==> config.mk <==
export PLATFORM = sky130hd
export DESIGN_NAME = gmii2fifo9_flat
export DESIGN_NICKNAME = d
export VERILOG_FILES = /design/src/rtl/gmii2fifo9_if.sv /design/src/rtl/gmii2fifo9.sv /design/src/flat_wrapper.sv
export SDC_FILE = /design/constraint.sdc
export NUM_CORES = 1
export LEC_CHECK = 0
export CORE_ASPECT_RATIO = 1.75
export CORE_UTILIZATION = 30
export DETAILED_ROUTE_END_ITERATION = 16
export DONT_BUFFER_PORTS = 1
export PLACE_DENSITY_LB_ADDON = 0.08
export SETUP_SLACK_MARGIN = 0.05
export SLEW_MARGIN = 25
export SYNTH_ARGS = -nofsm -noshare
export SYNTH_HDL_FRONTEND = slang
export SYNTH_SLANG_ARGS = --single-unit
==> constraint.sdc <==
create_clock -name gmii_rx_clk -period 4.4 [get_ports gmii_rx_clk]
set_clock_uncertainty 0.05 [all_clocks]
set_input_delay 0.88 -clock gmii_rx_clk [delete_from_list [all_inputs] [get_ports gmii_rx_clk]]
set_output_delay 0.88 -clock gmii_rx_clk [all_outputs]
set_load 0.01 [all_outputs]
==> src/rtl/gmii2fifo9_if.sv <==
// GMII receive inputs and 9-bit FIFO write port of gmii2fifo9.
interface gmii2fifo9_if;
   logic       gmii_rx_dv;
   logic       gmii_rx_er;
   logic [7:0] gmii_rxd;
   logic       full;
   logic [8:0] din;
   logic       wr_en;

   modport master (input gmii_rx_dv, gmii_rx_er, gmii_rxd, full, output din, wr_en);
   modport slave  (output gmii_rx_dv, gmii_rx_er, gmii_rxd, full, input din, wr_en);
endinterface

==> src/rtl/gmii2fifo9.sv <==
// GMII receive front-end: strips preamble/SFD and writes {1,byte}/{0,status} words to a FIFO.
// Optional FCS stripping and checking is enabled by defining GMII2FIFO9_STRIP_FCS_EN.
module gmii2fifo9 #(
   parameter int unsigned PRE_MAX = 7,
   parameter int unsigned CNT_W   = 16
) (
   input  logic             gmii_rx_clk,
   input  logic             sys_rst_n,
   gmii2fifo9_if.master     bus,
   output logic             wr_clk,
   output logic [CNT_W-1:0] rx_frames,
   output logic [CNT_W-1:0] rx_drops
);
   localparam int unsigned PC_W     = $clog2(PRE_MAX + 2);
   localparam logic [7:0]  PRE_BYTE = 8'h55;
   localparam logic [7:0]  SFD_BYTE = 8'hD5;

   typedef enum logic [2:0] {IDLE, PRE, DATA, DROP, TERM} state_t;

   state_t           state, state_nxt;
   logic             dv_d;
   logic [PC_W-1:0]  pre_cnt, pre_cnt_nxt;
   logic             err, err_nxt;
   logic             fcs_bad, fcs_bad_nxt;
   logic             wrote, wrote_nxt;
   logic [8:0]       din_q, din_nxt;
   logic             wr_en_q, wr_en_nxt;
   logic [CNT_W-1:0] frames_nxt, drops_nxt;

   logic             dv, er, full, dv_rise;
   logic [7:0]       rxd;
   logic             pass_vld, short_frm, fcs_mis;
   logic [7:0]       pass_byte;

   assign wr_clk    = gmii_rx_clk;
   assign dv        = bus.gmii_rx_dv;
   assign er        = bus.gmii_rx_er;
   assign rxd       = bus.gmii_rxd;
   assign full      = bus.full;
   assign dv_rise   = dv & ~dv_d;
   assign bus.din   = din_q;
   assign bus.wr_en = wr_en_q;

   function automatic logic [CNT_W-1:0] sat_inc(input logic [CNT_W-1:0] v);
      return (&v) ? v : v + CNT_W'(1);
   endfunction

   // Next state, write strobe and counter updates
   always_comb begin
      state_nxt   = state;
      pre_cnt_nxt = pre_cnt;
      err_nxt     = err;
      fcs_bad_nxt = fcs_bad;
      wrote_nxt   = wrote;
      din_nxt     = din_q;
      wr_en_nxt   = 1'b0;
      frames_nxt  = rx_frames;
      drops_nxt   = rx_drops;
      unique case (state)
         IDLE: begin
            if (dv_rise) begin
               err_nxt     = 1'b0;
               fcs_bad_nxt = 1'b0;
               wrote_nxt   = 1'b0;
               pre_cnt_nxt = '0;
               if (rxd == PRE_BYTE) begin
                  state_nxt   = PRE;
                  pre_cnt_nxt = PC_W'(1);
               end else if (rxd == SFD_BYTE) begin
                  state_nxt = DATA;
               end else begin
                  state_nxt = DROP;
                  drops_nxt = sat_inc(rx_drops);
               end
            end
         end
         PRE: begin
            if (!dv) begin
               state_nxt = IDLE;
            end else if (rxd == PRE_BYTE) begin
               if (pre_cnt >= PC_W'(PRE_MAX)) begin
                  state_nxt = DROP;
                  drops_nxt = sat_inc(rx_drops);
               end else begin
                  pre_cnt_nxt = pre_cnt + PC_W'(1);
               end
            end else if (rxd == SFD_BYTE) begin
               state_nxt = DATA;
            end else begin
               state_nxt = DROP;
               drops_nxt = sat_inc(rx_drops);
            end
         end
         DATA: begin
            if (!dv) begin
               state_nxt   = TERM;
               err_nxt     = err | short_frm;
               fcs_bad_nxt = fcs_mis;
            end else if (full) begin
               state_nxt = DROP;
               err_nxt   = 1'b1;
            end else begin
               if (er) err_nxt = 1'b1;
               if (pass_vld) begin
                  wr_en_nxt = 1'b1;
                  din_nxt   = {1'b1, pass_byte};
                  wrote_nxt = 1'b1;
               end
            end
         end
         DROP: begin
            if (!dv) state_nxt = wrote ? TERM : IDLE;
         end
         TERM: begin
            if (!full) begin
               wr_en_nxt = 1'b1;
               din_nxt   = {1'b0, 6'b0, fcs_bad, err};
               state_nxt = IDLE;
               if (err | fcs_bad) drops_nxt  = sat_inc(rx_drops);
               else               frames_nxt = sat_inc(rx_frames);
            end
         end
         default: state_nxt = IDLE;
      endcase
   end

   always_ff @(posedge gmii_rx_clk or negedge sys_rst_n) begin
      if (!sys_rst_n) begin
         state     <= IDLE;
         dv_d      <= 1'b0;
         pre_cnt   <= '0;
         err       <= 1'b0;
         fcs_bad   <= 1'b0;
         wrote     <= 1'b0;
         din_q     <= '0;
         wr_en_q   <= 1'b0;
         rx_frames <= '0;
         rx_drops  <= '0;
      end else begin
         state     <= state_nxt;
         dv_d      <= dv;
         pre_cnt   <= pre_cnt_nxt;
         err       <= err_nxt;
         fcs_bad   <= fcs_bad_nxt;
         wrote     <= wrote_nxt;
         din_q     <= din_nxt;
         wr_en_q   <= wr_en_nxt;
         rx_frames <= frames_nxt;
         rx_drops  <= drops_nxt;
      end
   end

`ifdef GMII2FIFO9_STRIP_FCS_EN
   logic [3:0][7:0] pipe, pipe_nxt;
   logic [2:0]      fill, fill_nxt;
   logic [31:0]     crc, crc_nxt;
   logic            data_start, data_byte, term_entry;

   function automatic logic [31:0] crc_step(input logic [31:0] c, input logic [7:0] d);
      logic [31:0] r;
      r = c;
      for (int i = 0; i < 8; i++)
         r = (r[0] ^ d[i]) ? ((r >> 1) ^ 32'hEDB8_8320) : (r >> 1);
      return r;
   endfunction

   function automatic logic [31:0] bit_rev(input logic [31:0] v);
      logic [31:0] r;
      for (int i = 0; i < 32; i++) r[i] = v[31-i];
      return r;
   endfunction

   assign data_start = (state != DATA) && (state_nxt == DATA);
   assign data_byte  = (state == DATA) && dv && !full;
   assign term_entry = (state != TERM) && (state_nxt == TERM);

   // Four-byte hold-back pipe: the last four bytes of a frame (the FCS) never leave it
   always_comb begin
      pipe_nxt = pipe;
      fill_nxt = fill;
      crc_nxt  = crc;
      if (data_start) begin
         fill_nxt = '0;
         crc_nxt  = '1;
      end else if (data_byte) begin
         crc_nxt = crc_step(crc, rxd);
         if (fill == 3'd4) begin
            pipe_nxt = {rxd, pipe[3:1]};
         end else begin
            pipe_nxt[fill[1:0]] = rxd;
            fill_nxt            = fill + 3'd1;
         end
      end else if (term_entry) begin
         fill_nxt = '0;
      end
   end

   always_ff @(posedge gmii_rx_clk or negedge sys_rst_n) begin
      if (!sys_rst_n) begin
         pipe <= '0;
         fill <= '0;
         crc  <= '1;
      end else begin
         pipe <= pipe_nxt;
         fill <= fill_nxt;
         crc  <= crc_nxt;
      end
   end

   assign pass_vld  = (fill == 3'd4);
   assign pass_byte = pipe[0];
   assign short_frm = (fill != 3'd4);
   // Register is LSB-first; the residue constant is in MSB-first form
   assign fcs_mis   = (bit_rev(crc) != 32'hC704_DD7B);
`else
   assign pass_vld  = 1'b1;
   assign pass_byte = rxd;
   assign short_frm = 1'b0;
   assign fcs_mis   = 1'b0;
`endif

endmodule

==> src/flat_wrapper.sv <==
// flat-port wrapper written by rule: the top's interface ports become plain ports
module gmii2fifo9_flat 
#(
   parameter int unsigned PRE_MAX = 7,
   parameter int unsigned CNT_W   = 16
)
  (gmii_rx_clk, sys_rst_n, wr_clk, rx_frames, rx_drops, bus_gmii_rx_dv, bus_gmii_rx_er, bus_gmii_rxd, bus_full, bus_din, bus_wr_en);
  gmii2fifo9_if bus_i ();
  input  logic gmii_rx_clk;
  input  logic sys_rst_n;
  output logic wr_clk;
  output logic [CNT_W-1:0] rx_frames;
  output logic [CNT_W-1:0] rx_drops;
  input wire logic [$bits(bus_i.gmii_rx_dv)-1:0] bus_gmii_rx_dv;
  input wire logic [$bits(bus_i.gmii_rx_er)-1:0] bus_gmii_rx_er;
  input wire logic [$bits(bus_i.gmii_rxd)-1:0] bus_gmii_rxd;
  input wire logic [$bits(bus_i.full)-1:0] bus_full;
  output wire logic [$bits(bus_i.din)-1:0] bus_din;
  output wire logic [$bits(bus_i.wr_en)-1:0] bus_wr_en;
  assign bus_i.gmii_rx_dv = bus_gmii_rx_dv;
  assign bus_i.gmii_rx_er = bus_gmii_rx_er;
  assign bus_i.gmii_rxd = bus_gmii_rxd;
  assign bus_i.full = bus_full;
  assign bus_din = bus_i.din;
  assign bus_wr_en = bus_i.wr_en;
  gmii2fifo9 #(.PRE_MAX(PRE_MAX), .CNT_W(CNT_W)) u_core (.gmii_rx_clk(gmii_rx_clk), .sys_rst_n(sys_rst_n), .bus(bus_i), .wr_clk(wr_clk), .rx_frames(rx_frames), .rx_drops(rx_drops));
endmodule
==> flow_summary.ini <==
[critical_path]
cp.arrival_ns = 2.20
startpoint = gmii_rx_clk
path_max_fanout = 2
rr_worst_depth = 6
r2r_slack_ns = 2.02
r2r-start = u_core.state[1]
cp-start-kind = clock port
crit_required_ns = 3.47
reg2reg_to = u_core.rx_drops[15]
cp-end-kind = output port
critPathKind = clock port to output port

[cts]
clk_pin_slew_worst_paths_ns = 0.07
cts_resized = 0
cts_setup_buffers = 0
max-clock-path-buffers = 2
cts_hold_buf = 0
cts_root_buf = clkbuf_16
h-tree-depth = 2
clk_latency_ns = 0.29
cts_tree = built
cts.sinks = 52
cts_buffers = 5

[routing]
antenna_left = 0
drc = 0
via_per_inst = 5.16
dr.first_iter.drc_count = 82
wl_per_cell_um = 16.9
vias = 1924
dr.pass1.iters = 4
totalWireLength_um = 6320

[logic_synthesis]
netlist-cell-type-count = 56
ys_ff_latch = 52
ys.flop_type = dfrtp_1
syn_area_mm2 = 0.00269
async_reset_ff_share_pct = 100
synth_edf_count = 0
synth_area_leader_cell = dfrtp_1
yosysSeqAreaShare_pct = 48.3
syn_inst = 254
yosys_warnings = 0
avgSynthCellArea_um2 = 10.6
synth_area_leaders = dfrtp_1, xnor2_1, nand2_1
synth_nets = 270
yosys.area.top_type_share_pct = 48.3

[placement]
io_buffers = 0
place_inst = 365
gp_congestion = 0.762
dp_hpwl_um = 4610

[layout]
syn_to_final_growth_pct = 9.29
multi_input_area_mm2 = 0.00131
instances_no_fill = 373
regArea_mm2 = 0.00130
mostFrequentLayoutCell = dfrtp_1
nets = 271
num_antenna_cells = 0
drive_gt1_share_pct = 11.3
most-common-layout-cells = dfrtp_1, nand2_1, xnor2_1, nor2_1
fill_cells = 916

[pwr]
seq_power_share_pct = 48.7
switchingPower_w = 0.000580
pwr_density_cell_mw_per_mm2 = 542
intPower_w = 0.00102
swShare_pct = 36.3
ir_drop_uv = 232
cellLeakagePower_nw = 1.25
pwr-share-comb_pct = 26.1
power_frac_clock_pct = 25.2

[grt]
grt_pass1_vias = 2012
grt_usage_pct = 15.1
grt_start_max_net_pins = 53
antenna_found_initial = 0
grt_pass1_wl_um = 10700
gr-total-overflow = 0

[timing]
maxSlewHeadroom_pct = 36.2
hold_violations = 0
slew_viol_final = 0
rsz0062_at_grt = no
fin_tns_setup_ns = 0
finalSetupViolCount = 0
tightest_slew_ns = 0.950

[die]
initial_utilization_pct = 31.1
pin_count = 56
die_w_um = 73.6
coreArea_mm2 = 0.00867
die-height_um = 127
rows = 45
die_area_mm2 = 0.00937

[run_status]
status = complete, no violations

[worst_hold_path]
worstHoldPathType = input pin to async pin

[job]
drv_cap = 0
[cells by family after synthesis]
| kind of cell | after synthesis | share of synthesized area (%) |
|---|---|---|
| xor gates and xnor gates | 21 | 6.83 |
| buffers and inverters | 15 | 2.93 |
| and+or+nand+nor | 107 | 23.6 |
| AOI/OAI and AO/OA | 48 | 13.5 |
| adders and majority gates | 3 | 1.39 |
| DFF | 52 | 48.3 |
| muxes | 8 | 3.39 |
[metal layers]
layer,vias up,global-route usage [%],wire length [µm]
li1,929,-,-
met1,942,17.1,2490
met2,47,25.8,3410
met3,6,4.65,309
met4,0,6.11,112
met5,-,0,0
[stage by stage]
stage	setup WS [ns]	hold WS, ns	area [µm²]	util (%)	total power, W
2_1_floorplan	1.15	0.401	2690	-	0.00114
3_3_place_gp	1.27	0.427	2790	32.2	0.00121
3_5_place_dp	1.27	0.438	2790	32.2	0.00121
5_1_grt	1.27	0.203	2940	33.9	0.00172
6_report	1.27	0.227	2940	33.9	0.00160
4_1_cts	1.27	0.210	2940	33.9	0.00163
[worst max-delay path by stage]
stage	cells past startpoint	to	slack, ns
6_report	0	wr_clk	1.27
5_1_grt	0	wr_clk	1.27
4_1_cts	0	wr_clk	1.27
3_5_place_dp	0	wr_clk	1.27
3_3_place_gp	0	wr_clk	1.27
2_1_floorplan	1	wr_clk	1.15
[layout make-up]
| cell class | instances | area share [%] |
|---|---|---|
| multi-input cells | 187 | 44.6 |
| flip-flops and latches | 52 | 44.2 |
| well taps | 117 | 4.97 |
| clock buffers | 6 | 4.72 |
| inverters | 9 | 1.15 |
| clock inverters | 2 | 0.340 |
[power groups by stage]
stage | Sequential, W | Combinational (W) | Clock (W)
finish | 0.000777 | 0.000416 | 0.000402
global route | 0.000804 | 0.000471 | 0.000443
CTS | 0.000779 | 0.000422 | 0.000424
detailed placement | 0.000785 | 0.000424 | 0
global placement | 0.000792 | 0.000418 | 0
floorplan | 0.000718 | 0.000398 | 0.0000187
[synth_stat cells, types with 3 or more instances]
| library cell | count |
|---|---|
| o21a_1 | 3 |
| dfrtp_1 | 52 |
| nand2b_1 | 3 |
| xnor2_1 | 16 |
| nor2_1 | 16 |
| nand2_1 | 22 |
| o21ai_0 | 9 |
| nor2b_1 | 3 |
| nand4_1 | 11 |
| and4_1 | 3 |
| a31oi_1 | 3 |
| xor2_1 | 5 |
| and3_1 | 7 |
| inv_1 | 9 |
| or3_1 | 4 |
| nand3_1 | 11 |
| a22o_1 | 7 |
| a21oi_1 | 5 |
| o31ai_1 | 3 |
| ha_1 | 3 |
| a21o_1 | 4 |
| mux2_1 | 3 |
| nor3_1 | 8 |
[registers in the layout (all words and copies together), names as in the netlist]
| name | flops |
|---|---|
| u_core.bus.din | 9 |
| u_core.state | 3 |
| u_core.rx_drops | 16 |
| u_core.dv_d | 1 |
| u_core.err | 1 |
| u_core.rx_frames | 16 |
| u_core.pre_cnt | 4 |
| u_core.bus.wr_en | 1 |
| u_core.wrote | 1 |
[worst reg2reg max path: stages, from the launching register on]
cell      delay [ns]
dfrtp_1         0.57
or2_2           0.42
o22ai_1         0.24
o211ai_4        0.18
or4_4           0.60
nor3_2          0.11
a21oi_1         0.08
Power figures use the tool's default switching activity.
